[config.mk]
export PLATFORM = sky130hd
export DESIGN_NAME = bp_resolve
export DESIGN_NICKNAME = d
export VERILOG_FILES = /design/src/rtl/bp_resolve.sv
export SDC_FILE = /design/constraint.sdc
export NUM_CORES = 1
export LEC_CHECK = 0
export BUFFER_PORTS_ARGS = -buffer_cell sky130_fd_sc_hd__buf_2
export CAP_MARGIN = 20
export CORE_UTILIZATION = 60
export CTS_BUF_LIST = sky130_fd_sc_hd__clkbuf_8
export CTS_CLUSTER_SIZE = 28
export DETAILED_ROUTE_END_ITERATION = 7
export PLACE_DENSITY_LB_ADDON = 0.08
export SETUP_SLACK_MARGIN = 0.1
export SYNTH_ARGS = -nofsm -noshare
export SYNTH_HDL_FRONTEND = slang
export SYNTH_SLANG_ARGS = --single-unit
[constraint.sdc]
create_clock -name clk -period 17.43 [get_ports clk]
set_input_delay 0.8715 -clock clk [delete_from_list [all_inputs] [get_ports clk]]
set_output_delay 0.8715 -clock clk [all_outputs]
set_load 0.01 [all_outputs]
[src/rtl/bp_resolve.sv]
// bp_resolve: back-end resolution of fetch-stage branch predictions.
// Holds per-branch prediction metadata in program order. Each execute-stage
// resolve pops the oldest entry and compares it against the actual outcome.
// It then drives the predictor training port and, on a mispredict, a one-cycle
// front-end redirect that also flushes all younger metadata.
//
// Ports:
//   clk, reset        clock, synchronous active-high reset
//   enq_*             fetch-side push of one predicted control-transfer insn
//   enq_ready         !full && !redirect_valid
//   res_*             execute-side resolve of the oldest outstanding entry
//   pc_update/valid/taken        registered predictor training strobe
//   redirect_valid/redirect_pc   registered front-end redirect
//   count             FIFO occupancy
//   resolve_err       sticky: resolve seen while FIFO empty
//   n_branch/n_mispred           wrapping statistics counters
module bp_resolve #(
  parameter int DEPTH = 8,
  parameter int PC_W  = 64,
  parameter int CNT_W = 32
) (
  input  logic                     clk,
  input  logic                     reset,
  input  logic                     enq_valid,
  output logic                     enq_ready,
  input  logic [PC_W-1:0]          enq_pc,
  input  logic                     enq_is_br,
  input  logic                     enq_is_call,
  input  logic                     enq_is_ret,
  input  logic                     enq_pred_taken,
  input  logic [PC_W-1:0]          enq_pred_target,
  input  logic                     res_valid,
  input  logic                     res_taken,
  input  logic [PC_W-1:0]          res_target,
  input  logic [PC_W-1:0]          res_fallthru,
  output logic [PC_W-1:0]          pc_update,
  output logic                     valid,
  output logic                     taken,
  output logic                     redirect_valid,
  output logic [PC_W-1:0]          redirect_pc,
  output logic [$clog2(DEPTH):0]   count,
  output logic                     resolve_err,
  output logic [CNT_W-1:0]         n_branch,
  output logic [CNT_W-1:0]         n_mispred
);
  localparam int AW = $clog2(DEPTH);

  // call and ret share one flag: both must resolve taken or they mispredict
  typedef struct packed {
    logic [PC_W-1:0] pc;
    logic [PC_W-1:0] target;
    logic            is_br;
    logic            is_cr;
    logic            pred_taken;
  } entry_t;

  entry_t      mem [DEPTH];
  entry_t      hd;
  logic [AW:0] head, tail;
  logic        full, empty, pop, push, mis;

  assign full      = (count == (AW+1)'(DEPTH));
  assign empty     = (count == '0);
  assign enq_ready = !full && !redirect_valid;
  assign hd        = mem[head[AW-1:0]];
  assign pop       = res_valid && !empty;

  // direction mismatch, wrong target on a correctly predicted taken,
  // or a call/ret that did not transfer control
  assign mis = pop && ((res_taken != hd.pred_taken) ||
                       (res_taken && hd.pred_taken && (res_target != hd.target)) ||
                       (hd.is_cr && !res_taken));

  // a push in the mispredict cycle is wrong-path and gets discarded
  assign push = enq_valid && enq_ready && !mis;

  always_ff @(posedge clk) begin
    if (push)
      mem[tail[AW-1:0]] <= '{pc: enq_pc, target: enq_pred_target, is_br: enq_is_br,
                             is_cr: enq_is_call | enq_is_ret, pred_taken: enq_pred_taken};
  end

  always_ff @(posedge clk) begin
    if (reset) begin
      head           <= '0;
      tail           <= '0;
      count          <= '0;
      valid          <= 1'b0;
      taken          <= 1'b0;
      pc_update      <= '0;
      redirect_valid <= 1'b0;
      redirect_pc    <= '0;
      resolve_err    <= 1'b0;
      n_branch       <= '0;
      n_mispred      <= '0;
    end else begin
      valid          <= pop && hd.is_br;
      redirect_valid <= mis;
      if (pop && hd.is_br) begin
        pc_update <= hd.pc;
        taken     <= res_taken;
      end
      if (mis) redirect_pc <= res_taken ? res_target : res_fallthru;
      if (res_valid && empty) resolve_err <= 1'b1;
      if (pop) n_branch  <= n_branch + CNT_W'(1);
      if (mis) n_mispred <= n_mispred + CNT_W'(1);

      if (mis) begin
        // flush everything younger than the mispredicted entry
        head  <= tail;
        count <= '0;
      end else begin
        if (push) tail <= tail + (AW+1)'(1);
        if (pop)  head <= head + (AW+1)'(1);
        case ({push, pop})
          2'b10:   count <= count + (AW+1)'(1);
          2'b01:   count <= count - (AW+1)'(1);
          default: count <= count;
        endcase
      end
    end
  end
endmodule

==> impl_metrics.yaml <==
power_and_ir_drop:
  vdd_drop_max_mv: 0.0950
  p_per_area_nw_per_um2: 144
  leakage_nw: 19.0
yosys:
  syn-instance-count: 2655
  yosys_warnings: 0
  synth_seq_area_share: 0.731
  synth_ff_type: "edfxtp_1"
  ys_ff_latch: 1257
  avgSynthCellArea_um2: 18.4
  ys_types: 53
  netlist_area_um2: 48800
  yosys.area.top_type: "edfxtp_1"
  synth_top_family_by_area: "multiplexers"
  synth_xor_area_frac: 0.0160
  synth.area.top_cells: "edfxtp_1 (65%), mux4_2 (10%), dfxtp_1 (8.6%)"
  synth.area.mux_share: 0.160
  synth_compound_area_frac: 0.0344
  synth_edf_count: 1048
  synthAdderAreaFrac: 0.00246
  synth_simple_gate_area_share: 0.0401
  synthArstFlopShare: 0
  synth_top_area_frac: 0.645
  synthesis.nets: 2929
clocking:
  cts_resized: 0
  cts.path.max_buffers: 3
  clock-sinks: 1257
  holdBufCountCts: 0
  worstSkewPairLatency_ns: 0.84
  numCtsBuffers: 193
  cts_tree: "yes"
  htree_levels: 4
  clkTransAtPathRegs_ns: 0.06
  post_cts_buffers: 0
  cts-root-buf: "clkbuf_8"
global_route:
  grt_pass1_wl_um: 167000
  grt_pass1_vias: 27000
  grt_overflow: 0
  grt.total_usage: 0.277
  grt_max_degree: 168
  antenna_found_initial: 38
job:
  cap_violations: 0
critical_path:
  crit_path_start_kind: "register"
  reg2reg_slack_ns: 9.12
  cp_max_fo: 167
  worstPathRequired_ns: 17.85
  arrival_ns: 8.73
  worstSetupPathType: "register to register"
  r2r_cells: 14
  reg2reg_to: "mem[5][51]$_DFFE_PP_"
  cp-end-kind: "register"
die:
  die_h_um: 287
  ios: 466
  die_w_um: 287
  core_area_um2: 80400
  initial_core_util: 0.606
  dieArea_um2: 82400
  rows: 104
hold_path:
  hp-start: "enq_pred_target[44]"
  min_path_cells: 1
  worst_hold_path_type: "input port to register"
  hold_end: "mem[0][47]$_DFFE_PP_"
placement:
  port_buffers: 465
  place_hpwl_um: 70100
  dp_slack_ns: 9.17
  placed_area_um2: 52200
  gp_congestion: 0.855
final_layout:
  final_nets: 3483
  final_cell_mix: "edfxtp_1 (1,048), buf_2 (463), mux2i_1 (240)"
  final_util: 0.698
  area_growth_pct: 15.0
  fin_area_um2: 56100
  drive_gt1_frac: 0.313
  layout_commonest_cell: "edfxtp_1"
detailed_routing:
  drt-total-wl_um: 113000
  drtPass1Iterations: 6
  drcViolationCount: 0
  num_vias: 26600
  ant_nets: 0
  via_per_inst: 5.99
  drt_iter0_drc: 2169
  routedWlPerCell_um: 25.5
sta:
  fin_tns_setup_ns: 0
  fin_crit_ns: 8.31
  fin_skew_ns: 0.0574
  slew_headroom: 0.169
  setup_viol: 0
  rsz0062_at_grt: "false"
  worst_slack_ns: 9.12
  period_share: 0.477
  hold_violations: 0
  fmax_mhz: 120
  tightest_slew_ns: 1.25
  slew_violations: 0
outcome:
  outcome: "finished, final reports clean"
==> logic make-up (layout without fill, tap and decap cells) <==
group,Yosys count,after routing
compound gates,233,233
other cells,0,8
buf+inv,165,888
fa+ha+maj,9,9
mux,497,497
xor+xnor,89,89
simple gates,405,405
flops,1257,1257
==> sequential cells by signal, indices dropped and copies added (netlist names), named ones only <==
register / flops
tail: 3
n_branch: 32
mem: 1048
valid: 1
count: 4
pc_update: 64
head: 3
taken: 1
resolve_err: 1
redirect_pc: 64
n_mispred: 32
redirect_valid: 1
==> worst max-delay path by stage <==
stage | startpoint | end | slack (ns) | cells past startpoint
global placement | register | mem[6][29]$_DFFE_PP_ | 9.20 | 13
global route | register | mem[5][120]$_DFFE_PP_ | 8.76 | 14
detailed placement | register | mem[5][25]$_DFFE_PP_ | 9.17 | 14
CTS | register | mem[5][0]$_DFFE_PP_ | 9.11 | 14
floorplan | register | mem[3][0]$_DFFE_PP_ | 3.44 | 16
finish | register | mem[5][51]$_DFFE_PP_ | 9.12 | 14
==> layout make-up <==
cell class | instances | area [um^2]
antenna | 8 | 20.0
clock buffer | 212 | 2920
clock inverter | 152 | 973
fill | 5235 | 24300
inverter | 19 | 71.3
multi-input combinational | 1233 | 12400
sequential | 1257 | 35700
tap | 1060 | 1330
timing repair buffer | 505 | 2720
==> power by group <==
part           leakage [nW]  internal (mW)  switching, mW
clock                  2.23           1.28           1.12
combinational          5.60          0.811           1.06
sequential             11.2           3.67          0.164
==> Yosys cell counts, types with 11 or more instances <==
library cell,count
mux4_2,221
a211oi_1,132
xor2_1,33
buf_2,46
and3_1,15
o21ai_0,11
nor2b_1,26
nor4_1,11
a21oi_1,30
inv_1,19
nand4_1,32
buf_6,12
nand3_1,29
dfxtp_1,209
clkbuf_1,68
nand2_1,32
buf_1,11
a22oi_1,12
a221oi_1,12
or3_1,11
mux2i_1,240
nor2_1,204
mux2_2,36
edfxtp_1,1048
xnor2_1,56
==> metrics by stage <==
stage	hold WS [ns]	power [mW]	cells
6_report	0.311	8.10	4446
5_1_grt	0.245	8.46	4443
4_1_cts	0.226	8.17	4437
3_5_place_dp	0.459	5.77	4073
3_3_place_gp	0.453	5.71	4071
2_1_floorplan	0.478	5.21	2655
==> layer usage <==
metal	routed length (um)	global-route usage
met1	44900	0.358
met2	57000	0.470
met3	8540	0.0635
met4	2760	0.0867
met5	173	0
==> worst max-delay path: stages (launching register included) <==
cell	delay, ns
dfxtp_4	0.97
buf_12	0.63
buf_4	0.87
mux4_2	0.41
mux2i_1	0.21
xnor2_1	0.10
nor4_1	0.33
nand3_1	0.23
nor4_4	0.41
a31oi_4	0.12
buf_4	0.31
nand3b_1	0.46
nor2_4	0.50
buf_4	0.88
buf_4	0.91
No activity file was read; power rests on OpenSTA's default activity.
